## src/rtl/multicycle_control.sv

```systemverilog
// multicycle_control: FSM sequencer stepping a shared ALU and unified memory through a MIPS-subset instruction.
module multicycle_control (
  input  logic       clk,
  input  logic       rst_n,
  input  logic [5:0] opcode,
  input  logic [5:0] funct,
  input  logic       zero,
  input  logic       mem_ready,
  output logic       pc_en,
  output logic       ir_write,
  output logic       mem_read,
  output logic       mem_write,
  output logic       i_or_d,
  output logic       reg_write,
  output logic [1:0] reg_dst,
  output logic [1:0] mem_to_reg,
  output logic       alu_src_a,
  output logic [1:0] alu_src_b,
  output logic [3:0] alu_op,
  output logic [1:0] pc_src,
  output logic       illegal,
  output logic [3:0] state
);
  typedef enum logic [3:0] {
    FETCH, DECODE, EXEC_R, WB_R, EXEC_I, WB_I, MEM_ADDR, MEM_RD,
    WB_MEM, MEM_WR, BRANCH, JUMP, JAL, JR, ILLEGAL
  } state_t;
  state_t cur, nxt, dispatch;
  logic [3:0] r_op, i_op;
  logic pe, iw, mr, mw, rw;
  always_comb begin
    r_op = 4'b0000;
    case (funct)
      6'd33: r_op = 4'b0101;
      6'd35: r_op = 4'b0110;
      6'd36: r_op = 4'b0001;
      6'd37: r_op = 4'b0011;
      6'd38: r_op = 4'b0010;
      6'd43: r_op = 4'b1000;
      6'd0:  r_op = 4'b1010;
      6'd2:  r_op = 4'b1011;
      default: r_op = 4'b0000;
    endcase
  end
  always_comb begin
    i_op = 4'b0000;
    case (opcode)
      6'd9:  i_op = 4'b0101;
      6'd12: i_op = 4'b0001;
      6'd13: i_op = 4'b0011;
      6'd11: i_op = 4'b1000;
      6'd15: i_op = 4'b1100;
      default: i_op = 4'b0000;
    endcase
  end
  // every supported ALU code is nonzero, so a zero lookup marks an unsupported encoding
  assign dispatch = opcode == 6'd0 ? (funct == 6'd8 ? JR : r_op != 4'b0000 ? EXEC_R : ILLEGAL) :
                    i_op != 4'b0000 ? EXEC_I :
                    (opcode == 6'd35 || opcode == 6'd43) ? MEM_ADDR :
                    (opcode == 6'd4 || opcode == 6'd5) ? BRANCH :
                    opcode == 6'd2 ? JUMP :
                    opcode == 6'd3 ? JAL : ILLEGAL;
  always_comb begin
    nxt = FETCH;
    case (cur)
      FETCH:    nxt = mem_ready ? DECODE : FETCH;
      DECODE:   nxt = dispatch;
      EXEC_R:   nxt = WB_R;
      EXEC_I:   nxt = WB_I;
      MEM_ADDR: nxt = opcode == 6'd35 ? MEM_RD : MEM_WR;
      MEM_RD:   nxt = mem_ready ? WB_MEM : MEM_RD;
      MEM_WR:   nxt = mem_ready ? FETCH : MEM_WR;
      ILLEGAL:  nxt = ILLEGAL;
      default:  nxt = FETCH;
    endcase
  end
  always_ff @(posedge clk or negedge rst_n)
    if (!rst_n) cur <= FETCH;
    else cur <= nxt;
  always_comb begin
    {pe, iw, mr, mw, rw} = 5'b0;
    i_or_d = 1'b0;
    reg_dst = 2'b00;
    mem_to_reg = 2'b00;
    alu_src_a = 1'b0;
    alu_src_b = 2'b00;
    alu_op = 4'b0000;
    pc_src = 2'b00;
    case (cur)
      FETCH:    begin mr = 1'b1; alu_src_b = 2'b01; alu_op = 4'b0101; iw = mem_ready; pe = mem_ready; end
      DECODE:   begin alu_src_b = 2'b11; alu_op = 4'b0101; end
      EXEC_R:   begin alu_src_a = 1'b1; alu_op = r_op; end
      WB_R:     begin rw = 1'b1; reg_dst = 2'b01; end
      EXEC_I:   begin alu_src_a = 1'b1; alu_src_b = 2'b10; alu_op = i_op; end
      WB_I:     rw = 1'b1;
      MEM_ADDR: begin alu_src_a = 1'b1; alu_src_b = 2'b10; alu_op = 4'b0101; end
      MEM_RD:   begin mr = 1'b1; i_or_d = 1'b1; end
      WB_MEM:   begin rw = 1'b1; mem_to_reg = 2'b01; end
      MEM_WR:   begin mw = 1'b1; i_or_d = 1'b1; end
      BRANCH:   begin alu_src_a = 1'b1; alu_op = 4'b0110; pc_src = 2'b01; pe = opcode == 6'd4 ? zero : !zero; end
      JUMP:     begin pc_src = 2'b11; pe = 1'b1; end
      JAL:      begin pc_src = 2'b11; pe = 1'b1; rw = 1'b1; reg_dst = 2'b10; mem_to_reg = 2'b10; end
      JR:       begin pc_src = 2'b10; pe = 1'b1; end
      default:  ;
    endcase
  end
  // state is already FETCH during reset; only the enables need the extra gate
  assign pc_en = pe & rst_n;
  assign ir_write = iw & rst_n;
  assign mem_read = mr & rst_n;
  assign mem_write = mw & rst_n;
  assign reg_write = rw & rst_n;
  assign illegal = cur == ILLEGAL;
  assign state = cur;
endmodule

```

## config.mk

```make
export PLATFORM = sky130hd
export DESIGN_NAME = multicycle_control
export DESIGN_NICKNAME = d
export VERILOG_FILES = /design/src/rtl/multicycle_control.sv
export SDC_FILE = /design/constraint.sdc
export NUM_CORES = 1
export LEC_CHECK = 0
export ABC_AREA = 1
export BUFFER_PORTS_ARGS = -buffer_cell sky130_fd_sc_hd__buf_2
export CORE_UTILIZATION = 41
export DETAILED_ROUTE_END_ITERATION = 16
export PLACE_DENSITY = 0.79
export SLEW_MARGIN = 40
export SYNTH_ARGS = -nofsm -noshare
export SYNTH_HDL_FRONTEND = slang
export SYNTH_SLANG_ARGS = --single-unit
```

## constraint.sdc

```tcl
create_clock -name clk -period 2 [get_ports clk]
set_clock_uncertainty 0.15 [all_clocks]
set_input_delay 0.3 -clock clk [delete_from_list [all_inputs] [get_ports clk]]
set_output_delay 0.3 -clock clk [all_outputs]
set_load 0.005 [all_outputs]
```

[Word level (Yosys, flattened, before mapping)]
Cells that the tools add are included.
Word-level totals
  bits in registers: 4
  input bits: 16
  output and inout port bits: 24
  word-level logic and storage cells: 83
Cells by class
  equality and inequality tests: 33
  muxes and demuxes: 28
  bitwise gates (word level): 5
  reduce and logical (&&, ||, !) cells: 16
Operator list (count)
  case mux 4 bit (8 select lines): 2
  equality test 6 bit (second input constant): 8
  equality test 6 x 4 -> 1 bit (second input constant): 6
  2-to-1 mux 4 bit: 8
  equality test 4 bit (second input constant): 7
  case mux 4 bit (5 select lines): 1
  equality test 6 x 2 -> 1 bit (second input constant): 3
  equality test 4 x 3 -> 1 bit (second input constant): 4
  case mux 4 bit (4 select lines): 1
  equality test 6 x 3 -> 1 bit (second input constant): 2
  zero test 6 bit: 2
  case mux 2 bit (3 select lines): 2
  equality test 4 x 2 -> 1 bit (second input constant): 2
  2-to-1 mux 1 bit: 8
  case mux 2 bit (2 select lines): 2
  nonzero test 4 bit: 2
  OR reduction 2 bit: 4
  OR reduction 4 bit: 2
  2-to-1 mux 3 bit: 2
  OR reduction 3 bit: 2
  AND 1 bit: 5
  equality test 4 x 1 -> 1 bit (second input constant): 1
  zero test 4 bit: 1
  case mux 1 bit (3 select lines): 1
  3 further kinds: 4

[Depth between registers and ports, before layout]
  depth after elaboration: 8
  depth in mapped cells: 9

[Worst setup path after synthesis]
Ideal clock, no wire load.
  kind: flip-flop to output port
  start point: register cur[0] (netlist: state[0])
  end point: output alu_op[1]
  arrival: 1085 ps
  required time: 1550 ps
  path slack: 465 ps
  cell stages (with the launch flop): 6
  cell sequence: dfrtp_1 -> nor2_1 -> inv_1 -> nor2_2 -> nand3_1 -> nand3_1
Between the ends
  longest elaborated chain between the ends: 3
  elaborated cells between the ends (all ways): 8
  those cells by class: eq/ne: 5; mux: 1; reduce/logical: 2
RTL lines
  start: declaration: RTL line 28  | state_t cur, nxt, dispatch;
  start signal: assignment: RTL line 79  | else cur <= nxt;
  equality test 4 x 3 -> 1 bit, or another cell as far along: RTL line 89  | case (cur)
  OR reduction 3 bit (no line)
  case mux 4 bit (4 select lines) (*): RTL line 89
  end: declaration: RTL line 19  | output logic [3:0] alu_op,
Every way passes the cells marked *; elsewhere a longest branch is shown, timed or not.

[Worst setup path after layout]
  start point: register cur[0] (netlist: state[0])
  end point: output pc_en
Between the ends
  longest elaborated chain between the ends: 4
  elaborated cells between the ends (all ways): 8
  those cells by class: eq/ne: 4; mux: 1; bitwise: 1; reduce/logical: 2
RTL lines
  equality test 4 bit: RTL line 89
  OR reduction 3 bit (no line)
  case mux 1 bit (3 select lines) (*): RTL line 89
  AND 1 bit (*): RTL line 108  | assign pc_en = pe & rst_n;
  end: declaration: RTL line 9  | output logic pc_en,
Marks and branches as above.

==> impl_metrics.py <==
metrics = {
    "critical_path": {
        "cp_max_fo": 7,
        "r2r_slack_ns": 0.52,
        "cp_num_cells": 6,
        "critPathLaunchType": "register",
        "cp_slowest_cell": "dfrtp_2",
        "worst_ep_arrival_time_ns": 1.48,
        "critPathTopFamily": "simple AND/OR/NAND/NOR gates",
        "reg2reg_depth": 8,
        "worstSetupPathType": "reg -> out",
        "cp_common_cell": "nor2_1",
        "slowest_delay_ns": 0.46,
        "crit_buf_inv": 1,
        "crit_required_ns": 1.55,
        "cp-end-kind": "output port",
        "worstPathCellList": "nor2_2 > nand2_1 > nor2_1 > nor2_1 > a21oi_1 > buf_2",
    },
    "route": {
        "routed_via_density": 5.22,
        "drt_wl_total_um": 2580,
        "first_pass_iters": 5,
        "drc": 0,
        "drt_iter0_drc": 60,
        "routedWlPerCell_um": 11.1,
        "vias": 1216,
        "final_antenna_net_count": 0,
    },
    "floorplanning": {
        "pin_count": 40,
        "die_h_um": 46.6,
        "dieArea_sq_um": 2170,
        "die_x_um": 46.6,
        "rows": 15,
        "start_util_pct": 45.2,
        "core-area_sq_um": 1800,
    },
    "outcome": {
        "status": "finished clean",
    },
    "cts": {
        "path_clk_slew_ns": 0.05,
        "cts_tree": "built",
        "cts_made_buffers": 3,
        "clock_sinks": 4,
        "clock_path_buffers": 2,
        "cts_max_level": 1,
        "insertion_delay_ns": 0.24,
        "clockRootBuffer": "clkbuf_4",
    },
    "run": {
        "maxCapViolCount": 0,
    },
    "sta": {
        "holdWs_ns": 0.252,
        "hold_violations": 0,
        "slew_headroom_pct": 80.2,
        "fmax_mhz": 517,
        "worstMarginPinSlew_ns": 0.295,
        "rsz0062_at_grt": "yes",
        "setup_viol": 0,
        "drv_slew": 0,
        "finalWorstPathRequiredPeriod_ns": 1.93,
        "finalCritPeriodShare_pct": 96.6,
        "tns_ns": 0,
    },
    "global_routing": {
        "grt_pass1_vias": 931,
        "grtUsageTotal_pct": 23.8,
        "grt_pass1_wl_um": 3730,
        "grt_overflow": 0,
        "antenna_found_initial": 0,
        "grt_max_degree": 9,
    },
    "final_layout": {
        "final_layout_size_suffix_gt1_share_pct": 29.8,
        "fill_cells": 197,
        "most-common-layout-cells": "nor2_1 (40), buf_2 (39), nand2_1 (35)",
        "final_common_cell": "nor2_1",
        "fin_nets": 226,
        "syn_to_final_growth_pct": 34.6,
        "largest_register_ffs": 4,
        "diodes": 0,
    },
    "logic_synthesis": {
        "synth-seq-cells": 4,
        "yosysSeqAreaShare_pct": 12.3,
        "yosysWarnings": 0,
        "synthesis.nets": 181,
        "synth_cell_type_count": 19,
        "syn_inst": 165,
        "syn_area_per_cell_sq_um": 4.94,
        "mappedNetlistArea_sq_um": 815,
    },
    "placed_design": {
        "hpwl_um": 2070,
        "port_buffers": 39,
        "gp_congestion": 0.896,
    },
    "pwr": {
        "powerDensity_nw_per_um2": 922,
        "leakagePower_nw": 0.669,
        "ir_drop_mv": 0.659,
    },
    "worst_hold_path": {
        "hold_path.class": "in -> async",
    },
}
## per-stage QoR
step | std cells | util (%) | total power [mW] | instance area (sq um) | worst slack [ns]
5_1_grt | 233 | 60.8 | 1.11 | 1100 | -0.0165
3_3_place_gp | 229 | 57.8 | 0.841 | 1040 | 0.220
4_1_cts | 233 | 59.9 | 0.962 | 1080 | 0.00872
2_1_floorplan | 165 | - | 0.580 | 815 | 0.465
6_report | 233 | 60.8 | 1.01 | 1100 | 0.0671
3_5_place_dp | 229 | 57.8 | 0.843 | 1040 | 0.226
## final cells by class
type / count / area, sq um / area share [%]
Clock buffer: 3 / 22.5 / 2.05
Inverter: 29 / 109 / 9.93
Multi-Input combinational cell: 132 / 623 / 56.8
Sequential cell: 4 / 105 / 9.59
Tap cell: 25 / 31.3 / 2.85
Timing Repair Buffer: 40 / 205 / 18.7
## synth_stat cells
cell type	count	area [sq um]
nor2_1	43	161
inv_2	3	11.3
o22ai_1	2	12.5
nor3b_1	1	7.51
a22o_1	1	8.76
inv_1	26	97.6
nand3b_1	1	7.51
dfrtp_1	4	100
o211ai_1	1	7.51
nand2b_1	1	6.26
nand3_1	20	100
a31oi_1	1	6.26
a21oi_1	5	25.0
nand4_1	4	25.0
o21ai_0	5	25.0
nand2_1	37	139
nor2_2	4	25.0
nor2_4	3	33.8
nor3_1	3	15.0
## kinds of logic after synthesis
group	count (synthesis)	synth area share, %
AOI/OAI and AO/OA	15	10.4
buffers and inverters	29	13.4
DFF	4	12.3
and+or+nand+nor	117	63.9
## worst register-to-register path, cell delays in order, from the launching register on
cell and delay [ns]:
dfrtp_2 0.45, inv_2 0.12, nor2_4 0.04, inv_2 0.12, nor2_4 0.06, nand3_1 0.07, nand3b_1 0.10, nor2_1 0.15
nand2_1 0.10
## worst paths after layout
check,endpoint,startpoint
setup reg to reg,state[1],state[1]
max in group asynchronous,state[1],rst_n
min in group clk,state[3],mem_ready
setup / recovery,pc_en,state[0]
hold / removal,state[2],rst_n
hold reg to reg,state[1],state[0]
## metal layers
metal  up-vias  wire (um)  GRT usage, %
li1        610          -             -
met1       539       1160          31.6
met2        67       1250          40.6
met3         0        168          4.71
met4         0          0          1.76
met5         -          0             0
## power breakdown
part / switching [mW] / internal [mW]
clock network: 0.0375 / 0.0674
logic: 0.436 / 0.273
registers: 0.0746 / 0.122
## timing repair
action / 4_1_cts / 5_1_grt
hold buffers: 1 / 0
gates resized for setup: 1 / 11
setup endpoints to repair: 4 / 8
buffers inserted: 0 / 0
pin swaps: 0 / 0
hold endpoints to repair: 4 / 0
(Power assumes the default switching activity.)
